[config.mk]
export PLATFORM = sky130hd
export DESIGN_NAME = operand_latch_bank
export DESIGN_NICKNAME = d
export VERILOG_FILES = /design/src/rtl/operand_latch_bank.sv
export SDC_FILE = /design/constraint.sdc
export NUM_CORES = 1
export LEC_CHECK = 0
export CAP_MARGIN = 20
export CORE_MARGIN = 10
export CORE_UTILIZATION = 41
export DETAILED_ROUTE_END_ITERATION = 7
export PLACE_DENSITY_LB_ADDON = 0.15
export SLEW_MARGIN = 25
export SYNTH_ARGS = -nofsm -noshare
export SYNTH_HDL_FRONTEND = slang
export SYNTH_SLANG_ARGS = --single-unit
[constraint.sdc]
create_clock -name clock -period 1.85 [get_ports clock]
set_input_delay 0.37 -clock clock [delete_from_list [all_inputs] [get_ports clock]]
set_output_delay 0.37 -clock clock [all_outputs]
set_load 0.05 [all_outputs]
[src/rtl/operand_latch_bank.sv]
// Operand capture stage between the register-file read ports and the ALU: CHANNELS
// independent operand latches, each with a valid flag, consume handshake, writeback
// forwarding, flush and a sticky overrun flag.
// Latency: 1 clock from an accepted load to operand_out/operand_valid.
// Backpressure: ready[ch] = !operand_valid[ch] | consume[ch]. A load into a full channel
//   is dropped (the old operand is kept) and sets overrun[ch].
// Ports:
//   clock, reset             rising-edge clock; asynchronous active-high reset
//   run                      global enable (flush and clr_overrun act regardless)
//   load, src_addr, operand_in   per-channel capture request, source register, read data
//   wb_valid, wb_addr, wb_data   writeback in flight, forwarded into same-cycle captures
//   consume, flush, clr_overrun  ALU take, discard all pending, clear sticky overrun
//   operand_out, operand_valid, all_valid, ready, overrun   registered state / handshake
module operand_latch_bank #(
  parameter int WIDTH    = 8,
  parameter int CHANNELS = 2,
  parameter int ADDR_W   = 2
) (
  input  logic                       clock,
  input  logic                       reset,
  input  logic                       run,
  input  logic [CHANNELS-1:0]        load,
  input  logic [CHANNELS*ADDR_W-1:0] src_addr,
  input  logic [CHANNELS*WIDTH-1:0]  operand_in,
  input  logic                       wb_valid,
  input  logic [ADDR_W-1:0]          wb_addr,
  input  logic [WIDTH-1:0]           wb_data,
  input  logic [CHANNELS-1:0]        consume,
  input  logic                       flush,
  input  logic                       clr_overrun,
  output logic [CHANNELS*WIDTH-1:0]  operand_out,
  output logic [CHANNELS-1:0]        operand_valid,
  output logic                       all_valid,
  output logic [CHANNELS-1:0]        ready,
  output logic [CHANNELS-1:0]        overrun
);

  logic [CHANNELS*WIDTH-1:0] operand_q, operand_d;
  logic [CHANNELS-1:0]       valid_q, valid_d;
  logic [CHANNELS-1:0]       overrun_q, overrun_d;

  always_comb begin
    operand_d = operand_q;
    valid_d   = valid_q;
    overrun_d = overrun_q;
    ready     = '0;
    for (int ch = 0; ch < CHANNELS; ch++) begin
      logic             capture;
      logic             drop;
      logic [WIDTH-1:0] cap_val;
      // A consume in the same cycle frees the slot, allowing back-to-back loads.
      ready[ch] = !valid_q[ch] || consume[ch];
      capture   = run && load[ch] && ready[ch] && !flush;
      drop      = run && load[ch] && !ready[ch] && !flush;
      // Writeback forwarding: the register file read returns stale data when the
      // same register is being written this cycle.
      if (wb_valid && (wb_addr == src_addr[ch*ADDR_W +: ADDR_W]))
        cap_val = wb_data;
      else
        cap_val = operand_in[ch*WIDTH +: WIDTH];

      if (flush) begin
        valid_d[ch] = 1'b0;
      end else if (capture) begin
        valid_d[ch]                    = 1'b1;
        operand_d[ch*WIDTH +: WIDTH]   = cap_val;
      end else if (run && consume[ch] && valid_q[ch]) begin
        valid_d[ch] = 1'b0;
      end

      // A new overrun event beats a simultaneous clear.
      if (drop)
        overrun_d[ch] = 1'b1;
      else if (clr_overrun)
        overrun_d[ch] = 1'b0;
    end
  end

  always_ff @(posedge clock or posedge reset) begin
    if (reset) begin
      operand_q <= '0;
      valid_q   <= '0;
      overrun_q <= '0;
    end else begin
      operand_q <= operand_d;
      valid_q   <= valid_d;
      overrun_q <= overrun_d;
    end
  end

  assign operand_out   = operand_q;
  assign operand_valid = valid_q;
  assign overrun       = overrun_q;
  assign all_valid     = &valid_q;

endmodule

After elaboration in Yosys (flattened, before gate mapping)

Index checks and enable logic that the tools add are counted.

Equality and inequality tests: 2
Mux-type cells: 11
Bitwise logic cells: 1
Reduce and logical (&&, ||, !) cells: 30

Operators by type and width:

| kind                | number |
|---|---|
| logical AND 1 bit   | 16 |
| 2-to-1 mux 8 bit    | 2 |
| 2-to-1 mux 1 bit    | 9 |
| AND reduction 2 bit | 3 |
| nonzero test 3 bit  | 2 |
| zero test 1 bit     | 5 |
| equality test 2 bit | 2 |
| nonzero test 2 bit  | 2 |
| logical OR 1 bit    | 2 |
| NOT 1 bit           | 1 |

Register bits: 20
Input port bits: 40
Output and inout port bits: 23
Word-level logic and storage cells: 50

Depth between registers and ports, before layout

Gate-level depths: netlist of run 1.

Depth after elaboration: 6
Depth in mapped cells: 5
Mapped depth without buffers: 3

Worst setup path after synthesis of run 1

OpenSTA, ideal clock, no wires.

Path kind: register to output
Start: register valid_q[0] (netlist: operand_valid[0])
End: output port ready[0]
Arrival time: 1.348 ns
Required time: 1.480 ns
Setup slack: 0.132 ns
Cell stages (with the launch flop): 3
Path buffers: 1
Path through: dfrtp_1 > nand2b_1 > clkbuf_1

Cells in the longest elaborated chain, start to end: 2

Ends and longest elaborated chain:

| item                     | RTL line | text |
|---|---|---|
| start: declaration       | 39       | `logic [CHANNELS-1:0] valid_q, valid_d;` |
| start signal: assignment | 86       | `valid_q <= valid_d;` |
| zero test 1 bit          | 52       | `ready[ch] = !valid_q[ch] \|\| consume[ch];` |
| logical OR 1 bit         | 52       |  |
| end: declaration         | 34       | `output logic [CHANNELS-1:0] ready,` |

Every way passes these cells.

Worst setup path after layout of run 1

Start: input port wb_addr[0]
End: register operand_q[14] (netlist: operand_out[14])

Cells in the longest elaborated chain, start to end: 3

Ends and longest elaborated chain:

| item                   | RTL line | text |
|---|---|---|
| start: declaration     | 26       | `input logic [ADDR_W-1:0] wb_addr,` |
| equality test 2 bit    | 57       | `if (wb_valid && (wb_addr == src_addr[ch*ADDR_W +: ADDR_W]))` |
| logical AND 1 bit      | 57       |  |
| 2-to-1 mux 8 bit       | 57       |  |
| end signal: assignment | 85       | `operand_q <= operand_d;` |
| end: declaration       | 38       | `logic [CHANNELS*WIDTH-1:0] operand_q, operand_d;` |

Every way passes these cells.
A chain may end at the register's enable or synchronous reset.

==> run metrics, run 1 <==
crit-path leading delay family XOR/XNOR gates; total number of vias 1,236; power per cell area 835 nW/µm²; Max Freq 0.589 GHz; Setup WS post-layout 151 ps; largest area contributor in the netlist dfrtp_1; layout cell share with drive strength beyond 1 20.0%; #FFs+latches synth 20; WL/cell 17.2 µm; Final Core Density 66.7%; Total GRT Usage 14.2%; Avg Vias per Cell 5.72; port bufs 62; maximum fanout along the worst path 8; GP Congestion 0.803; Syn Inst Count 122; I/O pin total 63; CTS H-tree lvls 1; multi-input logic area 592 µm²; Placement Cell Area 1790 µm²; run status finished clean; MaxCap Viol Count 0; slowest stage delay, CP 570 ps; hold_buf cts 0; die height 73.1 µm; top-area cell type share of the netlist area 43.3%; yosys warns 0; CTS sink count 20; Inserted Clock Buffers 3; Final period util 91.8%; maximum clock insertion buffer count 2; initial core utilization 42.3%; Syn Std Cell Area 1160 µm²; Setup-failing EPs final 0; Worst slew margin 60.2%; CTS Root Cell clkbuf_4; R2R cell count 3; Pleak 0.000728 µW; library cells used by synthesis 17; chip width 73.1 µm; worst r2r src operand_valid[1]; Worst Tran Pin Value 592 ps; Arr. time, crit path 1920 ps; largest net degree at the start of global routing 21; reg2reg end operand_out[10]; CP required 2070 ps; first-pass GRT wire length 6240 µm; CTS tree built; Post-DP HPWL 3140 µm; vias in the first global route 1,297; Reg2Reg Setup Slack 570 ps; Slew Viols, Final 0; GRT overflow 0; Fillers 223; Core Rows 19; Initial DRT Pass Iterations 4; Synth-to-Final Area Change 57.7%; antenna cells 0; Avg Cell Area, Syn 9.48 µm²; Critical-path top delay cell xnor2_1; Setup Buffers After CTS 0; post-route cell area 1820 µm²; initial antenna violation count 0; Hold/Removal Path Class input pin to asynchronous set/reset pin; die area 5340 µm²; Synthesized Nets 162; CP Class input pin to register; Min Clock Period, post-route 1700 ps; register area 500 µm²; antenna viol nets, final 0; cts repair resizes 0; Setup WS pre-CTS -142 ps; drc violations 0; DRT iter0 DRCs 67; Startpoint Class input pin; launch point of the worst path wb_addr[0]; VDD IR max 0.000526 V; clk_skew 1.40 ps; crit end category register; post-route setup TNS 0 ps; Seq/Total Area, Yosys 43.3%; ranking of synthesized cells by area dfrtp_1 (43%), o31ai_1 (10%), a31oi_1 (8.7%), nand4_1 (8.7%), a21oi_1 (6.9%); final hold violations 0; leading cell types in the layout, fill and taps excluded clkdlybuf4s50_1 (39), buf_4 (27), dfrtp_1 (20); Hold Slack 401 ps; Core ar. 2730 µm²; worst-path cell chain clkdlybuf4s50_1 -> xnor2_1 -> nand4_1 -> a31oi_1; most common cell after layout, fill and taps aside clkdlybuf4s50_1; NumNets Final 226; CP Buf/Inv Count 1; total wire length 3710 µm; clock latency on the worst-skew pair 290 ps; clock-pin slew on the worst setup and hold paths 110 ps; RSZ-0062 raised after global routing false
[stage by stage]
| stage | instances | total power (µW) |
|---|---|---|
| 2_1_floorplan | 122 | 997 |
| 3_3_place_gp | 212 | 1270 |
| 3_5_place_dp | 212 | 1290 |
| 4_1_cts | 216 | 1540 |
| 5_1_grt | 216 | 1600 |
| 6_report | 216 | 1520 |
[worst max-delay path by stage]
stage,endpoint,cells after the start
after global placement,operand_out[14],4
after global routing,operand_out[14],4
final,operand_out[14],4
after detailed placement,operand_out[10],4
after CTS,operand_out[10],4
after floorplan,ready[0],2
[sequential cells by signal, summed over array words and instances (netlist names)]
name and cells:
operand_out 16, operand_valid 2, overrun 2
[area by class of cell]
type / instances / area share (%)
Timing Repair Buffer: 68 / 34.7
Multi-Input combinational cell: 87 / 32.5
Tap cell: 31 / 2.13
Sequential cell: 20 / 27.5
Clock buffer: 4 / 1.99
Inverter: 6 / 1.24
[where the power goes]
part           internal, µW  leakage (µW)  total [µW]  switching (µW)
registers               511      0.000232         556            45.0
logic                   254      0.000475         720             466
clock network           120     0.0000210         247             127
[cell families (layout without fill, tap and decap cells)]
| group | after synthesis | count (layout) | share of synthesized area, % |
|---|---|---|---|
| compound gates | 52 | 52 | 28.4 |
| xor+xnor | 8 | 8 | 8.66 |
| buf+inv | 15 | 78 | 5.52 |
| flops | 20 | 20 | 43.3 |
| simple gates | 27 | 27 | 14.2 |
[Yosys cell counts]
| cell type | n |
|---|---|
| a21oi_1 | 16 |
| a31oi_1 | 16 |
| nand4_1 | 16 |
| o22ai_1 | 2 |
| nand2b_1 | 2 |
| xnor2_1 | 4 |
| inv_1 | 6 |
| clkbuf_1 | 3 |
| dfrtp_1 | 20 |
| and2_1 | 3 |
| and3b_1 | 2 |
| xor2_2 | 4 |
| nor2_1 | 2 |
| nand2_1 | 2 |
| o31ai_1 | 16 |
| a22oi_1 | 2 |
| buf_2 | 6 |
[worst min-delay path: cells and delay by family]
| kind | cells | cell delay, ps |
|---|---|---|
| buffers and inverters | 3 | 710 |
[routing by layer]
| metal | track usage [%] | wire, µm |
|---|---|---|
| met5 | 0 | 0 |
| met4 | 4.43 | 42 |
| met3 | 4.08 | 357 |
| met2 | 22.6 | 1740 |
| met1 | 17.8 | 1560 |
(Power assumes the default switching activity.)
==> run 2: changes to the inputs <==
CORE_UTILIZATION = 35   (was 41)
clock period = 1.4 ns   (was 1.85 ns; I/O delays follow)
==> run metrics, run 2 (same netlist as run 1, synthesis figures left out) <==
run status finished clean; layout cell share with drive strength beyond 1 28.9%; RSZ-0062 raised after global routing true; clock-pin slew on the worst setup and hold paths 130 ps; worst r2r src operand_valid[1]; port bufs 62; Initial DRT Pass Iterations 4; Avg Vias per Cell 5.55; DRT iter0 DRCs 60; leading cell types in the layout, fill and taps excluded clkdlybuf4s50_1 (35), buf_12 (23), dfrtp_1 (18); largest net degree at the start of global routing 21; power per cell area 1130 nW/µm²; Final period util 99.5%; CTS tree built; antenna cells 0; crit end category register; max reg flops 16; antenna viol nets, final 0; CP Class input pin to register; Pleak 0.000912 µW; Synth-to-Final Area Change 93.7%; Inst Count DP 230; Core Rows 20; die area 6000 µm²; Arr. time, crit path 1590 ps; die height 77.5 µm; final hold violations 0; Worst slew margin 66.7%; worst-path cell chain clkdlybuf4s50_1 -> xor2_2 -> buf_4 -> o31ai_2 -> a31oi_1; total wire length 4430 µm; Placement Cell Area 2110 µm²; vias in the first global route 1,403; initial antenna violation count 0; Post-DP HPWL 3450 µm; Min Clock Period, post-route 1390 ps; total number of vias 1,320; CP required 1600 ps; Inserted Clock Buffers 3; GRT overflow 0; most common cell after layout, fill and taps aside clkdlybuf4s50_1; Startpoint Class input pin; post-route insts no fill 238; chip width 77.5 µm; initial core utilization 37.3%; Setup WS post-layout 7.08 ps; clock latency on the worst-skew pair 320 ps; WL/cell 18.6 µm; GP Congestion 0.811; maximum fanout along the worst path 8; CTS Root Cell clkbuf_4; first-pass GRT wire length 7060 µm; CTS sink count 20; NumNets Final 235; Worst Tran Pin Value 499 ps; MaxCap Viol Count 0; CTS H-tree lvls 1; Setup WS pre-CTS -517 ps; Setup-failing EPs final 0; Max Freq 0.718 GHz; Core ar. 3100 µm²; VDD IR max 0.000557 V; I/O pin total 63; Slew Viols, Final 0; Critical-path top delay cell clkdlybuf4s50_1; drc violations 0; maximum clock insertion buffer count 2; launch point of the worst path src_addr[1]; Total GRT Usage 14.4%; post-route cell area 2240 µm²; post-route setup TNS 0 ps; Hold/Removal Path Class input pin to asynchronous set/reset pin; clk_skew 5.37 ps; slowest stage delay, CP 500 ps
==> run 2: path summary, 6_finish.rpt <==
kind                               endpoint  depth (start not counted)  slack, ps
max in group asynchronous  operand_valid[0]                          3        900
setup reg to reg             operand_out[9]                          4        220
hold reg to reg                  overrun[1]                          2        590
min in group clock         operand_valid[1]                          4        440
setup / recovery             operand_out[5]                          5          7
hold / removal                   overrun[1]                          3        270
==> run 2: metrics by stage <==
step                total power [µW]  hold WS, ps  utilization, %
floorplan                       1320          244               -
global placement                2000          573            67.9
detailed placement              2030          579            67.9
CTS                             2530          286            71.5
global route                    2630          289            72.2
finish                          2540          267            72.2
==> run 2: repair_timing <==
item	4_1_cts	5_1_grt
hold buffers	0	0
setup buffers	4	0
endpoints found under the setup margin	19	10
gates resized for setup	9	4
==> run 2: worst max-delay path, delay by kind of cell <==
kind | cells | cell delay, ps
buffers and inverters | 2 | 680
AOI/OAI and AO/OA | 2 | 410
xor gates and xnor gates | 1 | 210
==> run 2: layout make-up <==
cell class                      instances  area (µm²)
Timing Repair Buffer                   77         962
Tap cell                               44        55.1
Fill cell                             235         863
Clock inverter                          1        30.0
Sequential cell                        20         503
Clock buffer                            3        22.5
Inverter                                6        22.5
Multi-Input combinational cell         87         644
==> run 2: power by group <==
part           switching [µW]  total, µW  leakage, µW  internal (µW)
clock                     207        497    0.0000279            290
combinational             639       1250     0.000655            608
sequential                119        795     0.000229            676
total                     965       2540     0.000912           1570
==> run 2: layer usage <==
metal | global-route usage, % | vias to the layer above | wire length (µm)
met5 | 0 | - | 0
met4 | 6.75 | 0 | 95
met1 | 16.3 | 635 | 1760
met3 | 2.88 | 7 | 291
met2 | 25.5 | 61 | 2280
li1 | - | 617 | -
==> run 3: changes to the inputs <==
CORE_MARGIN = default   (was 10)
==> run metrics, run 3 (same netlist as run 1, synthesis figures left out) <==
largest net degree at the start of global routing 21; reg2reg end operand_out[8]; max reg flops 16; drc violations 0; VDD IR max 0.000542 V; I/O pin total 63; crit end category register; leading cell types in the layout, fill and taps excluded clkdlybuf4s50_1 (35), buf_12 (24), dfrtp_1 (18); power per cell area 1110 nW/µm²; run status finished clean; CP Class input pin to register; final hold violations 0; Slew Viols, Final 0; antenna viol nets, final 0; initial antenna violation count 0; clk_skew 3.51 ps; maximum clock insertion buffer count 2; Core ar. 3100 µm²; Setup-failing EPs final 0; total number of vias 1,331; Worst Tran Pin Value 450 ps; layout cell share with drive strength beyond 1 28.0%; Arr. time, crit path 1570 ps; Reg2Reg Setup Slack 190 ps; WL/cell 15.4 µm; Pleak 0.000915 µW; Synth-to-Final Area Change 95.7%; clock latency on the worst-skew pair 300 ps; vias in the first global route 1,252; port bufs 62; die area 3540 µm²; CP required 1590 ps; CTS Root Cell clkbuf_4; Hold Slack 283 ps; RSZ-0062 raised after global routing false; worst r2r src operand_valid[1]; Total GRT Usage 20.9%; post-route insts no fill 237; die height 59.5 µm; chip width 59.5 µm; Initial DRT Pass Iterations 4; total power 2510 µW; Min Clock Period, post-route 1380 ps; first-pass GRT wire length 5510 µm; Core Rows 20; Startpoint Class input pin; initial core utilization 37.3%; Post-DP HPWL 2750 µm; DRT iter0 DRCs 61; GRT overflow 0; Max Freq 0.725 GHz; Final Core Density 72.9%; Inserted Clock Buffers 3; maximum fanout along the worst path 8; NumNets Final 234; clock-pin slew on the worst setup and hold paths 120 ps; Hold/Removal Path Class input pin to asynchronous set/reset pin; hold_buf cts 0; CTS tree built; antenna cells 0; most common cell after layout, fill and taps aside clkdlybuf4s50_1; GP Congestion 0.880; Inst Count DP 231; CTS H-tree lvls 1; CTS sink count 20; total wire length 3660 µm; MaxCap Viol Count 0; Final period util 98.6%; R2R cell count 6; Avg Vias per Cell 5.62; Worst slew margin 69.9%
## run 3: what timing repair did
item | 4_1_cts | 5_1_grt
endpoints found under the setup margin | 18 | 4
pin swaps | 0 | 1
cloned | 0 | 0
setup buffers | 1 | 2
resized for setup | 13 | 1
## run 3: how the worst max path moves through the flow
stage | startpoint | end | slack [ps] | cells after the start
3_5_place_dp | wb_addr[1] | operand_out[1] | -430 | 4
5_1_grt | src_addr[3] | operand_out[12] | 3 | 4
4_1_cts | operand_valid[0] | all_valid | 20 | 2
6_report | src_addr[3] | operand_out[13] | 20 | 4
3_3_place_gp | wb_addr[1] | operand_out[13] | -360 | 5
2_1_floorplan | operand_valid[0] | operand_out[0] | 110 | 4
## run 3: layout make-up
class | instances | area [µm²]
Timing Repair Buffer | 76 | 967
Clock buffer | 3 | 22.5
Fill cell | 239 | 841
Inverter | 6 | 22.5
Sequential cell | 20 | 503
Clock inverter | 1 | 30.0
Multi-Input combinational cell | 87 | 662
Tap cell | 44 | 55.1
## run 3: critical path, stage by stage
cell and delay (ps):
clkdlybuf4s50_1 580, xor2_4 260, o31ai_1 320, a31oi_1 120
## run 3: power by group
part / internal (µW) / switching (µW)
logic: 609 / 627
clock network: 289 / 191
registers: 676 / 117
total: 1570 / 935
## run 3: per-stage QoR
step	area [µm²]	setup WS [ps]	TNS, ps
floorplan	1160	105	0
global placement	2130	-357	-5180
detailed placement	2130	-431	-6430
CTS	2240	15.1	0
global route	2260	3.45	0
finish	2260	20.1	0
## run 3: layer usage
| layer | vias to the layer above | share of wire (%) | track usage [%] |
|---|---|---|---|
| met5 | - | 0 | 0 |
| met4 | 0 | 1.1 | 8.16 |
| met3 | 4 | 7.1 | 1.75 |
| met2 | 77 | 54 | 38.2 |
| met1 | 631 | 37 | 25.1 |
| li1 | 619 | - | - |
